==> src/rtl/mem_arb_pkg.sv <==
// ---------------------------------------------------------------------------
// mem_arb_pkg
// Shared definitions for the data-RAM arbiter: arbiter state encodings,
// default data/address widths and the lock-hold limit used when the
// MEM_ARB_LOCK_EN build option is enabled.
// No ports (package).
// ---------------------------------------------------------------------------
package mem_arb_pkg;

    // Default data-path widths of the shared data RAM
    localparam int ARB_DATA_W      = 32;
    localparam int ARB_DATA_ADDR_W = 16;

    // Arbiter FSM states
    typedef enum logic {
        ARB_IDLE   = 1'b0,
        ARB_ACCESS = 1'b1
    } arb_state_e;

    // Maximum consecutive grants a locking core may hold
    localparam int LOCK_MAX   = 16;
    localparam int LOCK_CNT_W = 4;

endpackage

==> src/rtl/mem_arbiter_rr_picker.sv <==
// ---------------------------------------------------------------------------
// rr_picker
// Purely combinational round-robin selector. Starting at last_grant+1 and
// wrapping modulo NUM_CORES, returns the index of the first asserted request.
// Ports:
//   req        in   NUM_CORES   request vector
//   last_grant in   CORE_ID_W   most recently granted index
//   grant      out  CORE_ID_W   selected index (0 when nothing requests)
//   valid      out  1           at least one request present
// ---------------------------------------------------------------------------
module rr_picker #(
    parameter  int NUM_CORES = 4,
    localparam int CORE_ID_W = $clog2(NUM_CORES)
) (
    input  logic [NUM_CORES-1:0] req,
    input  logic [CORE_ID_W-1:0] last_grant,
    output logic [CORE_ID_W-1:0] grant,
    output logic                 valid
);

    // Walk the cores once, beginning just after the last winner; the first
    // hit wins and later hits are ignored via the valid flag.
    always_comb begin
        int                   cand;
        logic [CORE_ID_W-1:0] cand_idx;
        grant    = '0;
        valid    = 1'b0;
        cand     = 0;
        cand_idx = '0;
        for (int i = 1; i <= NUM_CORES; i++) begin
            cand = int'(last_grant) + i;
            if (cand >= NUM_CORES) begin
                cand = cand - NUM_CORES;
            end
            cand_idx = CORE_ID_W'(cand);
            if (!valid && req[cand_idx]) begin
                valid = 1'b1;
                grant = cand_idx;
            end
        end
    end

endmodule

==> src/rtl/mem_arbiter.sv <==
// ---------------------------------------------------------------------------
// mem_arbiter
// Shares the single data-RAM port between the MM stages of NUM_CORES cores.
// Round-robin arbitration; each access is a req/ready handshake with the RAM.
// A per-core core_wait stalls cores that lose arbitration or are in flight.
//
// Build option: MEM_ARB_LOCK_EN adds the core_lock input. A granted core that
// holds core_lock on its completing cycle and still requests on the next
// IDLE cycle is re-granted (atomic read-modify-write), bounded to LOCK_MAX
// consecutive grants.
//
// Ports:
//   clk         in   1                      clock, posedge
//   rst_n       in   1                      synchronous reset, active-low
//   core_read   in   NUM_CORES              per-core load request
//   core_write  in   NUM_CORES              per-core store request
//   core_lock   in   NUM_CORES              lock request (MEM_ARB_LOCK_EN only)
//   core_addr   in   NUM_CORES*DATA_ADDR_W  packed addresses, core i at [i*W +: W]
//   core_wdata  in   NUM_CORES*DATA_W       packed store data
//   core_rdata  out  DATA_W                 load data, broadcast to all cores
//   core_wait   out  NUM_CORES              1 = core must stall and hold request
//   ram_req     out  1                      access request to RAM
//   ram_we      out  1                      1 = write, 0 = read
//   ram_addr    out  DATA_ADDR_W            RAM address
//   ram_wdata   out  DATA_W                 RAM write data
//   ram_rdata   in   DATA_W                 RAM read data, valid with ram_ready
//   ram_ready   in   1                      access completes this cycle
// ---------------------------------------------------------------------------
module mem_arbiter
    import mem_arb_pkg::*;
#(
    parameter int NUM_CORES   = 4,
    parameter int DATA_W      = ARB_DATA_W,
    parameter int DATA_ADDR_W = ARB_DATA_ADDR_W
) (
    input  logic                             clk,
    input  logic                             rst_n,
    input  logic [NUM_CORES-1:0]             core_read,
    input  logic [NUM_CORES-1:0]             core_write,
`ifdef MEM_ARB_LOCK_EN
    input  logic [NUM_CORES-1:0]             core_lock,
`endif
    input  logic [NUM_CORES*DATA_ADDR_W-1:0] core_addr,
    input  logic [NUM_CORES*DATA_W-1:0]      core_wdata,
    output logic [DATA_W-1:0]                core_rdata,
    output logic [NUM_CORES-1:0]             core_wait,
    output logic                             ram_req,
    output logic                             ram_we,
    output logic [DATA_ADDR_W-1:0]           ram_addr,
    output logic [DATA_W-1:0]                ram_wdata,
    input  logic [DATA_W-1:0]                ram_rdata,
    input  logic                             ram_ready
);

    localparam int CORE_ID_W = $clog2(NUM_CORES);

    arb_state_e             state, state_nxt;
    logic [CORE_ID_W-1:0]   grant, grant_nxt;
    logic [CORE_ID_W-1:0]   last_grant, last_grant_nxt;
    logic [DATA_ADDR_W-1:0] lat_addr, lat_addr_nxt;
    logic                   lat_we, lat_we_nxt;
    logic [DATA_W-1:0]      lat_wdata, lat_wdata_nxt;

`ifdef MEM_ARB_LOCK_EN
    logic                   lock_pending, lock_pending_nxt;
    logic [LOCK_CNT_W-1:0]  lock_cnt, lock_cnt_nxt;
`endif

    logic [NUM_CORES-1:0]   request;
    logic [CORE_ID_W-1:0]   pick_idx;
    logic                   pick_valid;
    logic                   access_done;

    assign request     = core_read | core_write;
    assign access_done = (state == ARB_ACCESS) && ram_ready;

    rr_picker #(
        .NUM_CORES (NUM_CORES)
    ) u_picker (
        .req        (request),
        .last_grant (last_grant),
        .grant      (pick_idx),
        .valid      (pick_valid)
    );

    // RAM side is driven purely from the latched copy, so address, direction
    // and data stay stable for the whole ACCESS regardless of core activity.
    assign ram_req    = (state == ARB_ACCESS);
    assign ram_we     = lat_we;
    assign ram_addr   = lat_addr;
    assign ram_wdata  = lat_wdata;
    assign core_rdata = ram_rdata;

    // Every requesting core stalls except the granted one on its completing
    // cycle. A core that dropped its request mid-access sees no wait at all.
    // While reset is asserted nothing completes, so wait simply follows request.
    always_comb begin
        core_wait = request;
        if (rst_n && access_done) begin
            core_wait[grant] = 1'b0;
        end
    end

    // State and latched-access registers
    always_ff @(posedge clk) begin
        if (!rst_n) begin
            state      <= ARB_IDLE;
            grant      <= '0;
            last_grant <= CORE_ID_W'(NUM_CORES - 1);
            lat_addr   <= '0;
            lat_we     <= 1'b0;
            lat_wdata  <= '0;
`ifdef MEM_ARB_LOCK_EN
            lock_pending <= 1'b0;
            lock_cnt     <= '0;
`endif
        end else begin
            state      <= state_nxt;
            grant      <= grant_nxt;
            last_grant <= last_grant_nxt;
            lat_addr   <= lat_addr_nxt;
            lat_we     <= lat_we_nxt;
            lat_wdata  <= lat_wdata_nxt;
`ifdef MEM_ARB_LOCK_EN
            lock_pending <= lock_pending_nxt;
            lock_cnt     <= lock_cnt_nxt;
`endif
        end
    end

    // Next-state logic. In IDLE the winner's request is captured and the FSM
    // moves to ACCESS; in ACCESS it waits for ram_ready, never aborting the RAM
    // even if the owning core has gone away.
    always_comb begin
        logic [CORE_ID_W-1:0] sel;
        logic                 take;
        logic                 relock;

        state_nxt      = state;
        grant_nxt      = grant;
        last_grant_nxt = last_grant;
        lat_addr_nxt   = lat_addr;
        lat_we_nxt     = lat_we;
        lat_wdata_nxt  = lat_wdata;
        sel            = pick_idx;
        take           = 1'b0;
        relock         = 1'b0;
`ifdef MEM_ARB_LOCK_EN
        lock_pending_nxt = lock_pending;
        lock_cnt_nxt     = lock_cnt;
`endif

        case (state)
            ARB_IDLE: begin
`ifdef MEM_ARB_LOCK_EN
                // A locked owner that still requests keeps the port, unless it
                // has already used up its run of consecutive grants.
                if (lock_pending && request[grant] &&
                    (lock_cnt != LOCK_CNT_W'(LOCK_MAX - 1))) begin
                    sel    = grant;
                    take   = 1'b1;
                    relock = 1'b1;
                end else if (pick_valid) begin
                    sel  = pick_idx;
                    take = 1'b1;
                end
                lock_pending_nxt = 1'b0;
                lock_cnt_nxt     = relock ? (lock_cnt + LOCK_CNT_W'(1)) : '0;
`else
                if (pick_valid) begin
                    sel  = pick_idx;
                    take = 1'b1;
                end
`endif
                if (take) begin
                    state_nxt     = ARB_ACCESS;
                    grant_nxt     = sel;
                    lat_addr_nxt  = core_addr[int'(sel)*DATA_ADDR_W +: DATA_ADDR_W];
                    lat_wdata_nxt = core_wdata[int'(sel)*DATA_W +: DATA_W];
                    lat_we_nxt    = core_write[sel];
                    if (!relock) begin
                        last_grant_nxt = sel;
                    end
                end
            end

            ARB_ACCESS: begin
                if (ram_ready) begin
                    state_nxt = ARB_IDLE;
`ifdef MEM_ARB_LOCK_EN
                    lock_pending_nxt = core_lock[grant];
                    if (!core_lock[grant]) begin
                        lock_cnt_nxt = '0;
                    end
`endif
                end
            end

            default: begin
                state_nxt = ARB_IDLE;
            end
        endcase
    end

endmodule

==> config.mk <==
export PLATFORM = sky130hd
export DESIGN_NAME = mem_arbiter
export DESIGN_NICKNAME = d
export VERILOG_FILES = /design/src/rtl/mem_arb_pkg.sv /design/src/rtl/mem_arbiter_rr_picker.sv /design/src/rtl/mem_arbiter.sv
export SDC_FILE = /design/constraint.sdc
export NUM_CORES = 1
export LEC_CHECK = 0
export CORE_AREA = 2 2 125 127
export CTS_CLUSTER_DIAMETER = 200
export DETAILED_ROUTE_END_ITERATION = 10
export DIE_AREA = 0 0 127 129
export PLACE_DENSITY = 0.66
export SLEW_MARGIN = 20
export SYNTH_ARGS = -nofsm -noshare
export SYNTH_HDL_FRONTEND = slang
export SYNTH_SLANG_ARGS = --single-unit
==> constraint.sdc <==
create_clock -name clk -period 2.9 [get_ports clk]
set_input_delay 0.435 -clock clk [delete_from_list [all_inputs] [get_ports clk]]
set_output_delay 0.435 -clock clk [all_outputs]
set_load 0.005 [all_outputs]
==> summary.md <==
| Metric | Value |
|---|---|
| Startpoint Class | input port |
| Largest family of logic cells by synthesized area | multiplexers |
| CP Max Fanout | 7 |
| Nets | about 820 |
| TritonCTS buffer count | 5 |
| Number of global-route vias before repair | between 3000 and 4000 |
| Full die area | ~0.016 mm2 |
| Syn Nets | around 600 |
| Outcome | complete, no violations |
| Routability cong. | approximately 0.81 |
| Max Clock Freq | just over 0.4 GHz |
| #FFs+latches synth | 54 |
| Register area share after synthesis | 0.319 |
| Hold slack | around 470 ps |
| Post CTS Setup Buffer Count | 0 |
| Number of synthesized flops with an enable pin | 0 |
| Count of pins over their slew limit | 0 |
| Drc violations | 0 |
| Ys async rst share | 0 |
| Routed length on met1 | around 5300 um |
| ANT nets after route | 0 |
| Gate Count Post-Synth | approximately 360 |
| DR iter-0 viols | 96 |
| Core Rows | 45 |
| CP Capture Type | primary output |
| CTS max path bufs | 2 |
| Multi-input gate area | 0.00192 mm2 |
| Post-synthesis cell area | 0.00339 mm2 |
| CP Class | in2out |
| Wire length on met2 | 6970 um |
| Adder-cell area share of the yosys netlist | 0 |
| Peak supply drop | 0.248 mV |
| Hold crit path type | reg2reg |
| IO buf count | about 260 |
| Initial Utilization | 0.226 |
| CTS tree | done |
| Layout cell share with drive strength beyond 1 | 0.0637 |
| Vias per std cell | just under 5 |
| Synth Area in Compound Gates | 0.193 |
| Max cap viols | 0 |
| Core Area | 0.0150 mm2 |
| Root Buffer | clkbuf_16 |
| Clk_skew | ~8.5 ps |
| Chip Width | 127 um |
| TritonRoute pass-1 iters | 4 |
| H-Tree Depth | 2 |
| Largest net degree at the start of global routing | 32 |
| Final setup fails | 0 |
| PostCTS Resize Cnt | 0 |
| Register area | between 0.001 and 0.0015 mm2 |
| Xor/xnor share of the synthesized area | 0 |
| First-pass GRT wire length | 21100 um |
| Gr ovfl total | 0 |
| Post-Route WL | between 10000 and 15000 um |
| Clock input transition at the sequential cells of the worst setup and hold paths | approximately 70 ps |
| Hold Violations, Final | 0 |
| Final WS setup | around 470 ps |
| Skew-Pair Late Insertion Delay | around 300 ps |
| WL per Instance | roughly 18 um |
| Syn-to-layout area delta | 82.5% |
| Leakage | about 2.6 nW |
| Top_reg_cell synth | dfxtp_1 |
| Synth warn | 0 |
| Avg Cell Area, Syn | between 9 and 10 um2 |
| Power per cell area | 445 mW/mm2 |
| Total number of vias | 3722 |
| Minimum clock period | 2430 ps |
| I/O Pins | about 320 |
| Antenna violations before repair | 0 |
| Fill cells | ~1400 |
| Total Routing Usage GR | 0.166 |
| Met3 Wirelength | roughly 1500 um |
| Yosys cell types | 32 |
| Final Cycle Share | 0.838 |
| Hold_buf cts | 0 |
| CP required | between 2000 and 2500 ps |
| Final setup TNS | 0 ps |
| Simple-Gate Fraction of Synth Area | 0.0790 |
| Slew of the pin with the lowest slew margin | 543 ps |
| Worst Path Arrival | approximately 2000 ps |
| RSZ-0062 raised after global routing | false |
| DP Worst Slack | about 190 ps |
| DR top layer | met4 |
| N_diodes | 0 |
| Die H | approximately 130 um |
| Clock sink total | between 50 and 60 |
| Mux cell area share after synthesis | 0.289 |
| Dpl hpwl | around 11000 um |
| Slew HR | 0.635 |
## worst paths after layout
kind | start | slack, ps | endpoint | cells after the start
min | ram_addr[8] | 470 | ram_addr[8] | 2
max | rst_n | 470 | core_wait[0] | 4
min reg2reg | ram_addr[8] | 470 | ram_addr[8] | 2
max reg2reg | last_grant[1] | 820 | ram_wdata[26] | 7
## final cells by class
cell class / count / share of cell area
multi-input combinational: 242 / 0.311
clock inverter: 3 / 0.00647
timing repair buffer: 276 / 0.449
sequential: 54 / 0.175
clock buffer: 5 / 0.0202
tap: 188 / 0.0380
inverter: 1 / 0.000607
## cells in the mapped netlist (3+ instances only)
library cell | instances | share of area
nor2_1 | 10 | 0.011
nor3_1 | 3 | 0.0044
nand2_1 | 23 | 0.025
o21ai_0 | 32 | 0.047
nor2_2 | 3 | 0.0055
o221ai_1 | 21 | 0.054
dfxtp_1 | 54 | 0.32
buf_6 | 3 | 0.010
a221oi_1 | 28 | 0.072
mux2i_1 | 98 | 0.29
clkbuf_1 | 15 | 0.017
buf_2 | 7 | 0.010
buf_4 | 37 | 0.082
## cell usage in the layout (no fill, tap or decap), types with 2 or more instances in the layout
master and instances:
buf_12 5, o221ai_1 21, mux2i_1 98, nor2_1 10
clkinv_2 2, nor2_2 3, o21ai_0 32, nor3b_1 2
nor3_1 2, clkbuf_16 5, clkdlybuf4s50_1 256, or4_1 2
nand2b_1 2, dfxtp_1 54, a21oi_1 2, or3b_1 2
buf_4 15, a221oi_1 28, nand2_1 23
## flip-flops by register name (all words and copies together) (netlist names)
register    flops
ram_wdata      32
ram_addr       16
grant           2
last_grant      2
ram_req         1
ram_we          1
## metrics by stage
stage | util | instance area (um2) | instances | power, mW
after detailed placement | 0.402 | 6020 | 761 | 2.08
after global placement | 0.402 | 6020 | 761 | 2.06
after CTS | 0.413 | 6180 | 769 | 2.81
final | 0.413 | 6180 | 769 | 2.75
after floorplan | - | 3390 | 359 | 1.45
after global routing | 0.413 | 6180 | 769 | 2.93
## worst max-delay path, cell delays in order
cell	delay, ps
clkdlybuf4s50_1	630
nor3b_1	330
a21oi_1	120
clkdlybuf4s50_1	480
## report_power, final
part	total (mW)	internal [mW]	switching [mW]
logic	1.14	0.706	0.438
registers	0.910	0.848	0.0615
clock network	0.701	0.405	0.295
total	2.75	1.96	0.795
## kinds of logic after synthesis
| logic type | Yosys count |
|---|---|
| mux | 98 |
| compound gates | 90 |
| buf+inv | 63 |
| flops | 54 |
| simple gates | 54 |
## routing by layer
metal  up-vias  global-route usage
met5         -                   0
met4         0              0.0498
met3        24              0.0611
met2       214               0.297
met1      1711               0.185
li1       1773                   -
No activity file was read; power rests on OpenSTA's default activity.
